<file path="src/rtl/seg7_count_display.sv">
// Binary-to-BCD conversion (sequential double-dabble) driving a multiplexed common-anode 7-segment display.
// Optional leading-zero blanking is compiled in when the LZB_EN macro is defined.
module seg7_count_display #(
    parameter int N        = 7,
    parameter int DIGITS   = 3,
    parameter int SCAN_DIV = 50000
) (
    input  logic                  clk,
    input  logic                  rst_n,
    input  logic [N-1:0]          value_in,
    output logic [4*DIGITS-1:0]   bcd_out,
    output logic                  conv_done,
    output logic [6:0]            seg,
    output logic [DIGITS-1:0]     an
);

    localparam int SW       = 4 * DIGITS + 4;
    localparam int CNT_W    = (N > 1) ? $clog2(N) : 1;
    localparam int PRESC_W  = (SCAN_DIV > 1) ? $clog2(SCAN_DIV) : 1;
    localparam int IDX_W    = (DIGITS > 1) ? $clog2(DIGITS) : 1;
    localparam int MAX_DISP = 10 ** DIGITS - 1;

    localparam logic [6:0] SEG_BLANK = 7'b1111111;
    localparam logic [6:0] SEG_DASH  = 7'b0111111;

    typedef enum logic [1:0] {
        IDLE,
        SHIFT,
        LOAD
    } state_e;

    function automatic logic [6:0] seg_decode(input logic [3:0] d);
        case (d)
            4'd0:    return 7'b1000000;
            4'd1:    return 7'b1111001;
            4'd2:    return 7'b0100100;
            4'd3:    return 7'b0110000;
            4'd4:    return 7'b0011001;
            4'd5:    return 7'b0010010;
            4'd6:    return 7'b0000010;
            4'd7:    return 7'b1111000;
            4'd8:    return 7'b0000000;
            4'd9:    return 7'b0010000;
            default: return SEG_BLANK;
        endcase
    endfunction

    // Conversion datapath state
    state_e             state_q;
    logic [N-1:0]       shift_q, shift_d;
    logic [N-1:0]       value_q;
    logic [SW-1:0]      scratch_q, scratch_d, scratch_adj;
    logic [CNT_W-1:0]   bitcnt_q;
    logic [4*DIGITS-1:0] bcd_q;
    logic               done_q;
    logic               ovf_q;

    // NOTE: every variable written in always_comb is given a default first, so no latch is inferred.
    always_comb begin
        scratch_adj = scratch_q;
        for (int i = 0; i < SW / 4; i++) begin
            if (scratch_q[4*i +: 4] >= 4'd5) begin
                scratch_adj[4*i +: 4] = scratch_q[4*i +: 4] + 4'd3;
            end
        end
        {scratch_d, shift_d} = {scratch_adj, shift_q} << 1;
    end

    // NOTE: sequential state uses non-blocking assignments so all registers update from pre-edge values.
    always_ff @(posedge clk or negedge rst_n) begin
        if (!rst_n) begin
            state_q   <= IDLE;
            shift_q   <= '0;
            value_q   <= '0;
            scratch_q <= '0;
            bitcnt_q  <= '0;
            bcd_q     <= '0;
            done_q    <= 1'b0;
            ovf_q     <= 1'b0;
        end else begin
            done_q <= 1'b0;
            case (state_q)
                IDLE: begin
                    shift_q   <= value_in;
                    value_q   <= value_in;
                    scratch_q <= '0;
                    bitcnt_q  <= CNT_W'(N - 1);
                    state_q   <= SHIFT;
                end
                SHIFT: begin
                    scratch_q <= scratch_d;
                    shift_q   <= shift_d;
                    bitcnt_q  <= bitcnt_q - CNT_W'(1);
                    if (bitcnt_q == '0) begin
                        state_q <= LOAD;
                    end
                end
                LOAD: begin
                    ovf_q   <= (32'(value_q) > 32'(MAX_DISP));
                    bcd_q   <= scratch_q[4*DIGITS-1:0];
                    done_q  <= 1'b1;
                    state_q <= IDLE;
                end
                default: state_q <= IDLE;
            endcase
        end
    end

    // Scan datapath state
    logic [PRESC_W-1:0] presc_q;
    logic [IDX_W-1:0]   digit_q, digit_d;
    logic               started_q;
    logic [6:0]         seg_q, seg_d;
    logic [DIGITS-1:0]  an_q, an_d;
    logic [3:0]         nibble;
    logic               blank;
    logic               tick;

    assign tick = (presc_q == PRESC_W'(SCAN_DIV - 1));

    // The very first tick after reset selects digit 0 instead of advancing.
    always_comb begin
        digit_d = (!started_q || digit_q == IDX_W'(DIGITS - 1)) ? '0 : digit_q + IDX_W'(1);
        nibble  = 4'd0;
        an_d    = '1;
`ifdef LZB_EN
        blank   = (digit_d != '0);
`else
        blank   = 1'b0;
`endif
        for (int i = 0; i < DIGITS; i++) begin
            if (digit_d == IDX_W'(i)) begin
                nibble  = bcd_q[4*i +: 4];
                an_d[i] = 1'b0;
            end
`ifdef LZB_EN
            if (IDX_W'(i) >= digit_d && bcd_q[4*i +: 4] != 4'd0) begin
                blank = 1'b0;
            end
`endif
        end
        if (ovf_q) begin
            seg_d = SEG_DASH;
        end else if (blank) begin
            seg_d = SEG_BLANK;
        end else begin
            seg_d = seg_decode(nibble);
        end
    end

    always_ff @(posedge clk or negedge rst_n) begin
        if (!rst_n) begin
            presc_q   <= '0;
            digit_q   <= '0;
            started_q <= 1'b0;
            seg_q     <= SEG_BLANK;
            an_q      <= '1;
        end else if (tick) begin
            presc_q   <= '0;
            digit_q   <= digit_d;
            started_q <= 1'b1;
            seg_q     <= seg_d;
            an_q      <= an_d;
        end else begin
            presc_q   <= presc_q + PRESC_W'(1);
        end
    end

    assign bcd_out   = bcd_q;
    assign conv_done = done_q;
    assign seg       = seg_q;
    assign an        = an_q;

endmodule

</file>
<file path="config.mk">
export PLATFORM = sky130hd
export DESIGN_NAME = seg7_count_display
export DESIGN_NICKNAME = d
export VERILOG_FILES = /design/src/rtl/seg7_count_display.sv
export SDC_FILE = /design/constraint.sdc
export NUM_CORES = 1
export LEC_CHECK = 0
export BUFFER_PORTS_ARGS = -buffer_cell sky130_fd_sc_hd__buf_2
export CAP_MARGIN = 15
export CORE_MARGIN = 4
export CORE_UTILIZATION = 41
export CTS_BUF_LIST = sky130_fd_sc_hd__clkbuf_2
export DETAILED_ROUTE_END_ITERATION = 16
export PLACE_DENSITY = 0.67
export SYNTH_ARGS = -nofsm -noshare
export SYNTH_HDL_FRONTEND = slang
export SYNTH_SLANG_ARGS = --single-unit
</file>
<file path="constraint.sdc">
create_clock -name clk -period 2.7 [get_ports clk]
set_input_delay 0.54 -clock clk [delete_from_list [all_inputs] [get_ports clk]]
set_output_delay 0.54 -clock clk [all_outputs]
set_load 0.01 [all_outputs]
</file>
* Word level (Yosys, flattened, before mapping)
Memories as Yosys holds them, arrays and structs flattened. A register that Yosys moved wholly into a read port is not among the register bits.
Cells that the tools add are included.
** Operators by class
- Magnitude comparators :: 4
- Add/sub/neg operators :: 7
- Eq/ne operators :: 7
- Reductions and logical operators :: 7
- Mux-type cells :: 18
** Operator list (count)
- one-hot mux 16 bit (2 select lines) :: 1
- 2-to-1 mux 4 bit :: 6
- adder 16 x 1 -> 16 bit (second input constant) :: 1
- == test 16 bit (second input constant) :: 1
- greater-or-equal comparator 4 x 3 -> 1 bit (second input constant) :: 4
- 2-to-1 mux 16 bit :: 1
- one-hot mux 7 bit (2 select lines) :: 1
- adder 4 x 2 -> 4 bit (second input constant) :: 3
- == test 2 bit (second input constant) :: 3
- one-hot mux 3 bit (2 select lines) :: 1
- == test 2 x 1 -> 1 bit (second input constant) :: 2
- zero test 2 bit :: 2
- 2-to-1 mux 1 bit :: 4
- 2-to-1 mux 2 bit :: 2
- one-hot mux 2 bit (2 select lines) :: 1
- adder 3 x 2 -> 3 bit (second input constant) :: 1
- zero test 3 bit :: 1
- 2-to-1 mux 3 bit :: 1
- subtractor 3 x 1 -> 3 bit (second input constant) :: 1
- adder 2 x 1 -> 2 bit (second input constant) :: 1
- zero test 1 bit :: 2
- != test 2 bit (second input constant) :: 1
- nonzero test 2 bit :: 1
- logical OR 1 bit :: 1
** Storage, ports and cells
- Output and inout bits :: 23
- Input port bits :: 9
- Register bits :: 63
- Memories :: 1
- Logic and storage cells :: 54
- ROM bits :: 112
** Memories
- (name not given) :: words 16, width 7, read ports 1, clocked after Yosys merged registers in 1, wr ports 0, line 33 : case (d)

* Longest topological paths before layout
Gate-level depths: netlist (run 1).
- Depth after elaboration :: 7
- Mapped depth :: 11
- Gate-level depth less buffers :: 10

* Least setup slack after synthesis (run 1)
No wires, ideal clock.
- Kind :: flip-flop to flip-flop
- Start point :: register digit_q[0]
- End point :: register seg_q[3] (netlist: seg[3])
- Arrival time :: 2386 ps
- Cell stages (with the launch flop) :: 12
- Period minus slack after synthesis :: 2475 ps
- Buffers on the path :: 1
- Setup slack :: 225 ps
- Library setup time :: 89 ps
- Data required time :: 2611 ps
- Cells stage by stage :: dfrtp_1 > inv_1 > ha_1 > clkbuf_2 > and4bb_1 > a22oi_1 > o21ai_1 > inv_1 > ha_1 > or2_2 > a21oi_1 > a31oi_1
** Between the ends
- Longest elaborated chain between the ends :: 7
- Elaborated cells on any way between the ends :: 10
- Those cells by class :: 1 x add/sub; 3 x eq/ne; 4 x mux; 2 x reduce/logical
** Ends and longest elaborated chain
- start: declaration :: line 111 : logic [IDX_W-1:0] digit_q, digit_d;
- start signal: assignment :: line 160 : digit_q <= digit_d;
- parallel branches: the longest is 2 deep, another holds adder 2 x 1 -> 2 bit
- 2-to-1 mux 2 bit (*) :: line 123 : digit_d = (!started_q || digit_q == IDX_W'(DIGITS - 1)) ? '0 : digit_q + IDX_W'(1);
- zero test 2 bit :: line 132 : if (digit_d == IDX_W'(i)) begin
- 2-to-1 mux 4 bit (2 in series) :: line 132
- 2-to-1 mux 4 bit (*) :: line 132
- end: declaration :: line 113 : logic [6:0] seg_q, seg_d;
Every way passes the cells marked *.
A chain may end at the register's enable or synchronous reset.

* Worst setup path in the final report (run 1)
Same ends and word-level chain as after synthesis.

==> results of run 1 <==
==> routing by layer <==
metal | GRT usage [%] | up-vias | wire length [um]
met3 | 5.58 | 6 | 347
met2 | 23.2 | 71 | 2960
met5 | 0 | - | 0
li1 | - | 1165 | -
met4 | 4.79 | 0 | 49
met1 | 18.7 | 1160 | 2950
==> flip-flops by register name (all words and copies together), names as in the netlist <==
register and flops:
presc_q 16, bcd_out 12, scratch_q 12, seg 7, shift_q 7, an 3, bitcnt_q 3, digit_q 2
state_q 2, conv_done 1, started_q 1
==> path summary, 6_finish.rpt <==
path / endpoint / start / cells past startpoint / slack, ns
setup / recovery: seg[3] / digit_q[0] / 10 / 0.24
hold / removal: shift_q[0] / value_in[0] / 3 / 0.29
setup reg to reg: seg[3] / digit_q[0] / 10 / 0.24
hold reg to reg: seg[1] / seg[1] / 2 / 0.48
min in group asynchronous: presc_q[11] / rst_n / 2 / 0.49
max in group asynchronous: an[0] / rst_n / 3 / 1.56
==> Yosys cell counts (all sizes together) <==
library cell,n
and3,4
mux2,12
and4b,1
nand2,38
nor4,1
a211o,1
xnor2,10
a22oi,2
nand2b,7
a221o,2
dfstp,10
inv,13
dfrtp,56
and4bb,1
xor2,8
nor3,4
and2,4
buf,1
nand4bb,1
clkbuf,10
nor4bb,4
a221oi,1
a31oi,3
a21oi,15
or3,1
nand3,10
o31ai,7
nor2b,2
nand4b,1
nand4,2
or2,3
nor4b,1
nor2,18
mux2i,6
o21ai,25
ha,13
a22o,4
a21boi,1
a211oi,3
a32oi,1
nor3b,1
a21o,2
==> worst max-delay path: cells and delay by family, from the launching register on <==
family | cells | cell delay, ns
AND/OR/NAND/NOR | 2 | 0.71
adder cells (fa/ha/maj) | 2 | 0.70
AO/OA/AOI/OAI | 4 | 0.46
flip-flops | 1 | 0.38
buffers and inverters | 2 | 0.16
==> through the flow <==
stage | cell area [sq um] | power (mW)
final | 3640 | 1.93
after global routing | 3640 | 2.05
after CTS | 3640 | 1.95
after detailed placement | 3520 | 1.38
after global placement | 3520 | 1.37
after floorplan | 3220 | 1.27
==> what timing repair did <==
item	CTS	global route
gates resized for setup	0	1
endpoints found under the setup margin	0	1
hold buffers	1	0
hold endpoints to repair	7	0
setup buffers	0	0
==> power groups by stage <==
stage	registers (mW)	logic, mW	clock network, mW
floorplan	1.09	0.178	0
global placement	1.09	0.287	0
detailed placement	1.09	0.295	0
CTS	1.07	0.298	0.586
global route	1.08	0.340	0.635
finish	1.07	0.296	0.560
==> logic make-up after synthesis <==
| logic type | count (synthesis) | synth area share (%) |
|---|---|---|
| muxes | 18 | 6.07 |
| xor gates and xnor gates | 18 | 4.90 |
| AOI/OAI and AO/OA | 67 | 12.9 |
| adders and majority gates | 13 | 5.06 |
| buffers and inverters | 24 | 2.84 |
| DFF | 66 | 51.8 |
| and+or+nand+nor | 104 | 16.5 |
==> final cells by class <==
type / count / area, sq um / area share, %
Sequential cell: 66 / 1660 / 45.7
Multi-Input combinational cell: 220 / 1460 / 40.1
Timing Repair Buffer: 39 / 230 / 6.33
Tap cell: 102 / 128 / 3.51
Clock inverter: 6 / 57.6 / 1.58
Clock buffer: 10 / 50.0 / 1.38
Inverter: 13 / 48.8 / 1.34
==> results by group, run 1 <==
Finish
  – # diodes: 0
  – Fill count: 748
  – Commonest non-fill, non-tap cell in the layout: dfrtp_1
  – Layout Cells excl Fill: 456
  – Layout cells sized above 1: 22.6%
  – Final #Nets: 371
  – Util after Layout: 47.3%
  – Most frequent cells in the layout: 56 x dfrtp_1, 38 x nand2_1, 31 x buf_2
  – P&R area growth vs syn: 13.2%

Placement
  – Number of port buffers: 31
  – Dpl ws: 0.255 ns
  – GPL Wtd Cong: 0.849
  – Placed insts: 439
  – Hpwl dp: 4520 um

Die
  – Die extent in x: 96.6 um
  – Die extent in y: 96.6 um
  – Core Area: 7690 sq um
  – Die area: 9320 sq um
  – Initial core utilization: 41.8%
  – Num rows: 32
  – # IOs: 32

Synth
  – Syn_area_per_cell: 10.4 sq um
  – Synthesized flop and latch total: 66
  – Synth Cell Area: 3220 sq um
  – Area share of the largest cell type after synthesis: 43.6%
  – Mapped Nets: 332
  – Yosys warns: 0
  – Area contributors post-synth: dfrtp_1 44%, dfstp_2 8.2%, ha_1 5.1%, nand2_1 4.4%, mux2_2 4.2%
  – Mapped Cells: 310
  – Synth area leader: dfrtp_1
  – Synth cell types: 44
  – Sequential fraction of the synthesis area: 51.8%

Drt
  – Via count: 2402
  – Post-route ant nets: 0
  – DR WL/cell: 13.8 um
  – Initial DRC Count: 70
  – Drt via density: 5.27
  – DR DRC count: 0
  – WL final: 6300 um
  – First drt pass iteration count: 4

Timing
  – TNS Setup: 0 ns
  – Final-report max-slew violation count: 0
  – Post-layout worst setup margin: 0.240 ns
  – Fin crit period: 2.46 ns
  – Setup violations, final: 0
  – Worst slew pin tran: 0.573 ns
  – Final worst-path cycle share: 91.1%
  – Post-Route Skew: 0.0211 ns
  – Fin. Hold Viols: 0
  – Setup repair after global routing missed its margin: no
  – Slew HR: 61.8%
  – Hold WS: 0.292 ns
  – Peak Freq: 0.406 GHz

Pwr
  – Peak supply drop: 0.343 mV
  – Psw: 0.557 mW
  – Power per cell area: 529 nW/um^2
  – Cell Int Power: 1.37 mW
  – Switching share of power: 28.9%
  – Combinational Power Share: 15.4%
  – Leakage Power: 1.74 nW
  – Seq pwr share: 55.5%
  – Clk pwr share: 29.1%

Clock tree
  – CTS tree: done
  – Skew-Pair Late Insertion Delay: 0.48 ns
  – CTS buffer count: 9
  – Clock Sinks: 66
  – Root buf cell: clkbuf_2
  – Clock buffer depth: 2
  – CTS clk-pin slew, worst paths: 0.19 ns
  – H-tree Lvls: 3

Critical path
  – Critical path arrival: 2.87 ns
  – CP Class: flop to flop
  – Slowest-stage cell, CP: and4bb_2
  – Max stage delay on crit path: 0.41 ns
  – CP startpoint kind: flop
  – Crit-path cells: inv_1 -> ha_1 -> and4bb_2 -> a22oi_1 -> o21ai_1 -> inv_1 -> ha_1 -> or2_2 -> a21oi_1 -> a31oi_1
  – WP data required: 3.11 ns
  – Crit path capture type: flop
  – Crit path max fanout: 9

Min path
  – Tightest Hold Check Type: input pin to flop

GRT
  – Total grt overflow: 0
  – Global-route wire length before repair: 10600 um
  – Number of global-route vias before repair: 2317
  – Initial antenna violation count: 0
  – Gr usage total: 14.7%
  – Largest net degree at the start of global routing: 51

Run
  – Max-cap violations: 0

Run status
  – Status: finished clean
No activity file was read; power rests on OpenSTA's default activity.
==> run 2: changes to the inputs <==
Settings changed: CELL_PAD_IN_SITES_DETAIL_PLACEMENT set to 1, CELL_PAD_IN_SITES_GLOBAL_PLACEMENT set to 1, PLACE_DENSITY 0.67 to 0.79.
==> run 2 against run 1 <==
Net effect:
- first-iteration DRC count decreased by 8.6%
- highest routed layer unchanged
- power decreased by 0.46%
- sequential share of layout area increased by 0.37 points
- critical path type unchanged
- sequential power about the same
- flip-flop and latch count unchanged
- register-to-register slack got worse by 0.04 ns
- worst hold slack got worse by 0.068 ns
- clock-buffer cell count increased by 2
- maximum frequency decreased by 1.4%
- critical path depth decreased by 1
==> results by group, run 2 (synthesis results as in run 1) <==
Run status
  – Status: finished clean

Critical path
  – Crit-path cells: inv_1 -> ha_1 -> nand4bb_1 -> a21oi_1 -> a221o_2 -> ha_1 -> or2_2 -> a21oi_1 -> a31oi_1
  – Slowest-stage cell, CP: dfrtp_2
  – CP startpoint kind: flop
  – Reg2Reg Setup Slack: 0.20 ns
  – Crit path max fanout: 9
  – Max stage delay on crit path: 0.46 ns
  – WP data required: 3.11 ns
  – CP Class: flop to flop
  – Critical path arrival: 2.91 ns
  – Crit path capture type: flop

Timing
  – Fin crit period: 2.50 ns
  – Slew HR: 44.2%
  – Peak Freq: 0.401 GHz
  – Fin. Hold Viols: 0
  – Hold WS: 0.224 ns
  – Final-report max-slew violation count: 0
  – Worst slew pin tran: 0.838 ns
  – Setup violations, final: 0
  – Final worst-path cycle share: 92.4%
  – TNS Setup: 0 ns
  – Post-Route Skew: 0.0200 ns
  – Setup repair after global routing missed its margin: no
  – Post-layout worst setup margin: 0.205 ns

GRT
  – Initial antenna violation count: 0
  – Number of global-route vias before repair: 2421
  – Total grt overflow: 0
  – Global-route wire length before repair: 11800 um
  – Gr usage total: 16.4%
  – Largest net degree at the start of global routing: 67

Finish
  – Layout cells sized above 1: 22.7%
  – Fill count: 928
  – Largest register FFs: 16
  – # diodes: 0
  – Final #Nets: 370
  – Cell area after layout: 3610 sq um
  – Largest Register: presc_q
  – Commonest non-fill, non-tap cell in the layout: dfrtp_1
  – P&R area growth vs syn: 12.3%
  – Most frequent cells in the layout: 55 x dfrtp_1, 38 x nand2_1, 31 x buf_2

Run
  – Max-cap violations: 0

Drt
  – Drt via density: 5.25
  – Initial DRC Count: 64
  – DR WL/cell: 15.0 um
  – Via count: 2388
  – First drt pass iteration count: 4
  – DR DRC count: 0
  – WL final: 6810 um
  – Post-route ant nets: 0

Clock tree
  – Clock buffer depth: 2
  – Setup Fix Bufs, Post-CTS: 0
  – Hold-fix buffers, CTS: 0
  – Root buf cell: clkbuf_2
  – CTS tree: done
  – Clock Sinks: 66
  – CTS clk-pin slew, worst paths: 0.18 ns
  – CTS buffer count: 9
  – Skew-Pair Late Insertion Delay: 0.47 ns
  – H-tree Lvls: 3
  – Cts repair resizes: 0

Die
  – Die extent in y: 96.6 um
  – Num rows: 32
  – Die area: 9320 sq um
  – Core Area: 7690 sq um
  – Initial core utilization: 41.8%
  – # IOs: 32
  – Die extent in x: 96.6 um

Placement
  – Dpl ws: 0.177 ns
  – Post-DP Area: 3510 sq um
  – GPL Wtd Cong: 0.830
  – Number of port buffers: 31
  – Hpwl dp: 4940 um

Pwr
  – Leakage Power: 1.74 nW
  – Power per cell area: 531 nW/um^2
  – Combinational Power Share: 15.6%
  – Seq pwr share: 55.9%
  – Cell Int Power: 1.38 mW
  – Clk pwr share: 28.5%
  – Psw: 0.541 mW
  – Peak supply drop: 0.243 mV
  – Switching share of power: 28.2%

Min path
  – Tightest Hold Check Type: input pin to asynchronous set/reset pin
run 2: cell count changes in the layout (fill, tap and decap cells not counted), sizes merged:
cell / before / now
clkbuf: 10 / 12
clkinvlp: 2 / 0
dlygate4sd3: 1 / 0
run 2: worst max-delay path, delay by kind of cell (launching register included):
kind / cells / cell delay, ns
and+or+nand+nor: 2 / 0.46
DFF: 1 / 0.46
buffers and inverters: 1 / 0.09
AOI/OAI and AO/OA: 4 / 0.68
adders and majority gates: 2 / 0.75
run 2: area by class of cell:
class	instances	area (sq um)	share of cell area [%]
multi-input combinational	220	1460	40.4
clock inverter	4	42.5	1.18
tap	102	128	3.53
clock buffer	12	60.1	1.66
sequential	66	1670	46.1
timing repair buffer	38	208	5.75
inverter	13	48.8	1.35
run 2: power groups by stage:
stage	registers [mW]	clock network (mW)	logic, mW
3_3_place_gp	1.09	0	0.288
5_1_grt	1.08	0.630	0.338
3_5_place_dp	1.09	0	0.297
6_report	1.07	0.547	0.299
2_1_floorplan	1.09	0	0.178
4_1_cts	1.07	0.586	0.299
run 2: metrics by stage:
stage	total power, mW	utilization [%]	instances
final	1.92	47.0	455
after global routing	2.05	47.0	455
after detailed placement	1.39	45.6	439
after global placement	1.38	45.6	439
after floorplan	1.27	-	310
after CTS	1.96	47.0	455
run 2: layer usage:
| layer | global-route usage (%) | up-vias | routed length [um] |
|---|---|---|---|
| li1 | - | 1165 | - |
| met1 | 21.3 | 1189 | 3130 |
| met2 | 26.4 | 30 | 3400 |
| met3 | 5.73 | 4 | 241 |
| met4 | 3.86 | 0 | 36 |
| met5 | 0 | - | 0 |
run 2: path summary, 6_finish.rpt:
kind	endpoint	startpoint	cells past startpoint
worst min-delay path	digit_q[1]	rst_n	2
max in group asynchronous	digit_q[0]	rst_n	2
worst max-delay path	seg[3]	digit_q[0]	9
worst min register to register	seg[1]	seg[1]	2
min in group clk	shift_q[0]	value_in[0]	3
worst max register to register	seg[3]	digit_q[0]	9
==> run 3: changes to the inputs <==
Settings changed: ABC_AREA set to 1, CELL_PAD_IN_SITES_DETAIL_PLACEMENT 1 to unset, CELL_PAD_IN_SITES_GLOBAL_PLACEMENT 1 to unset, PLACE_DENSITY 0.79 to 0.67.
==> run 3 against run 2 <==
Net effect:
- die area is 0.92% higher
- worst hold slack better by 0.026 ns
- register-to-register slack better by 0.16 ns
- critical path depth is 4 higher
- power is 0.54% higher
- combinational power hardly changed
- clock-buffer cell count stayed put
- critical path type unchanged
==> results by group, run 3 <==
Run status
  – Status: finished clean

Timing
  – Setup repair after global routing missed its margin: no
  – Fin. Hold Viols: 0
  – Fin crit period: 2.34 ns
  – TNS Setup: 0 ns
  – Hold WS: 0.250 ns
  – Final-report max-slew violation count: 0
  – Peak Freq: 0.428 GHz
  – Post-Route Skew: 0.0296 ns
  – Slew HR: 68.6%
  – Final worst-path cycle share: 86.5%
  – Worst slew pin tran: 0.470 ns
  – Setup violations, final: 0

Finish
  – Fill count: 773
  – Layout cells sized above 1: 18.4%
  – Largest register FFs: 16
  – Commonest non-fill, non-tap cell in the layout: nand2_1
  – Cell area after layout: 3640 sq um
  – # diodes: 0
  – Largest Register: presc_q
  – Most frequent cells in the layout: 80 x nand2_1, 56 x dfrtp_1, 51 x inv_1
  – P&R area growth vs syn: 12.1%
  – Final #Nets: 442

Placement
  – Number of port buffers: 31
  – Hpwl dp: 4680 um
  – GPL Wtd Cong: 0.896
  – Post-DP Area: 3530 sq um

Synth
  – Area share of the largest cell type after synthesis: 43.1%
  – Fraction of registers with async set/reset: 100%
  – Synth Flop Type: dfrtp_1
  – Syn_area_per_cell: 8.53 sq um
  – Mapped Cells: 381
  – Sequential fraction of the synthesis area: 51.2%
  – Synth area leader: dfrtp_1
  – Area contributors post-synth: dfrtp_1 43%, nand2_1 9.2%, dfstp_2 8.1%, inv_1 5.9%, o21ai_0 5.7%
  – Synthesized flop and latch total: 66
  – Commonest cells in the netlist: 80 x nand2_1, 56 x dfrtp_1, 51 x inv_1, 37 x o21ai_0, 35 x nor2_1
  – Synth cell types: 34
  – Most common cell in the netlist: nand2_1
  – Mapped Nets: 403
  – Yosys warns: 0
  – Synth Cell Area: 3250 sq um
  – EDFF count, synth: 0

GRT
  – Global-route wire length before repair: 11400 um
  – Largest net degree at the start of global routing: 67
  – Number of global-route vias before repair: 2555
  – Initial antenna violation count: 0
  – Total grt overflow: 0
  – Gr usage total: 14.8%

Die
  – Initial core utilization: 42.0%
  – # IOs: 32
  – Num rows: 32
  – Die extent in y: 97.0 um
  – Die extent in x: 97.0 um
  – Die area: 9410 sq um
  – Core Area: 7730 sq um

Clock tree
  – Setup Fix Bufs, Post-CTS: 0
  – Cts repair resizes: 0
  – CTS tree: done
  – Skew-Pair Late Insertion Delay: 0.49 ns
  – Clock buffer depth: 2
  – Hold-fix buffers, CTS: 1
  – H-tree Lvls: 3
  – Clock Sinks: 66
  – CTS clk-pin slew, worst paths: 0.18 ns
  – Root buf cell: clkbuf_2
  – CTS buffer count: 9

Pwr
  – Combinational Power Share: 15.5%
  – Power per cell area: 530 nW/um^2
  – Switching share of power: 29.4%
  – Peak supply drop: 0.252 mV
  – Cell Int Power: 1.36 mW
  – Leakage Power: 1.81 nW
  – Psw: 0.567 mW
  – Clk pwr share: 28.9%
  – Seq pwr share: 55.6%

Drt
  – Initial DRC Count: 95
  – Drt via density: 4.92
  – Post-route ant nets: 0
  – DR DRC count: 0
  – WL final: 6540 um
  – DR WL/cell: 12.4 um
  – Via count: 2592
  – First drt pass iteration count: 4

Critical path
  – Crit path capture type: flop
  – Reg2Reg Setup Slack: 0.36 ns
  – WP data required: 3.13 ns
  – CP Class: flop to flop
  – Critical path arrival: 2.77 ns
  – Crit path max fanout: 7
  – CP startpoint kind: flop

Run
  – Max-cap violations: 0

Min path
  – Tightest Hold Check Type: input pin to flop
## run 3: cell families after synthesis
logic type | share of synthesized area, %
xor+xnor | 1.62
fa+ha+maj | 5.01
buf+inv | 7.63
compound gates | 10.1
simple gates | 24.4
flops | 51.2
## run 3: layout make-up
type / count / area, sq um / share of cell area [%]
inverter: 54 / 208 / 5.71
tap: 102 / 128 / 3.51
multi-input combinational: 254 / 1340 / 36.7
timing repair buffer: 35 / 200 / 5.50
clock inverter: 4 / 43.8 / 1.20
clock buffer: 12 / 60.1 / 1.65
sequential: 66 / 1660 / 45.7
## run 3: routing by layer
metal	wire [um]	vias to the layer above	GRT usage [%]	share of wire (%)
li1	-	1315	-	-
met1	2940	1222	17.3	45
met2	3260	50	25.3	50
met3	284	5	5.41	4.3
met4	46	0	4.43	0.70
met5	0	-	0	0
## run 3: final timing paths
check	start	end	cells past startpoint
min in group asynchronous	rst_n	presc_q[12]	3
setup reg to reg	digit_q[0]	seg[3]	13
max in group asynchronous	rst_n	an[1]	3
hold reg to reg	presc_q[13]	presc_q[13]	1
hold / removal	value_in[0]	shift_q[0]	3
setup / recovery	digit_q[0]	seg[3]	13
## run 3: per-stage QoR
stage | instances | power [mW] | setup WS (ns) | util, %
2_1_floorplan | 381 | 1.27 | 0.654 | -
3_3_place_gp | 510 | 1.38 | 0.541 | 45.6
3_5_place_dp | 510 | 1.39 | 0.407 | 45.6
4_1_cts | 527 | 1.96 | 0.359 | 47.1
5_1_grt | 527 | 2.05 | 0.154 | 47.1
6_report | 527 | 1.93 | 0.364 | 47.1
## run 3: power by group through the flow
stage                     combinational [mW]  sequential [mW]  clock (mW)
after floorplan                        0.171             1.10           0
after global placement                 0.292             1.09           0
after detailed placement               0.295             1.09           0
after CTS                              0.301             1.07       0.583
after global routing                   0.336             1.08       0.633
final                                  0.298             1.07       0.557
## run 3: critical path, cell delays in order (launching register included)
cell,delay (ns)
dfrtp_1,0.44
inv_1,0.17
ha_1,0.30
inv_2,0.09
nand3_2,0.14
nor2_2,0.18
nand2_1,0.07
nand3_1,0.18
inv_1,0.12
ha_1,0.32
nand3_1,0.07
nand2_1,0.07
nand2_1,0.06
a21oi_2,0.12
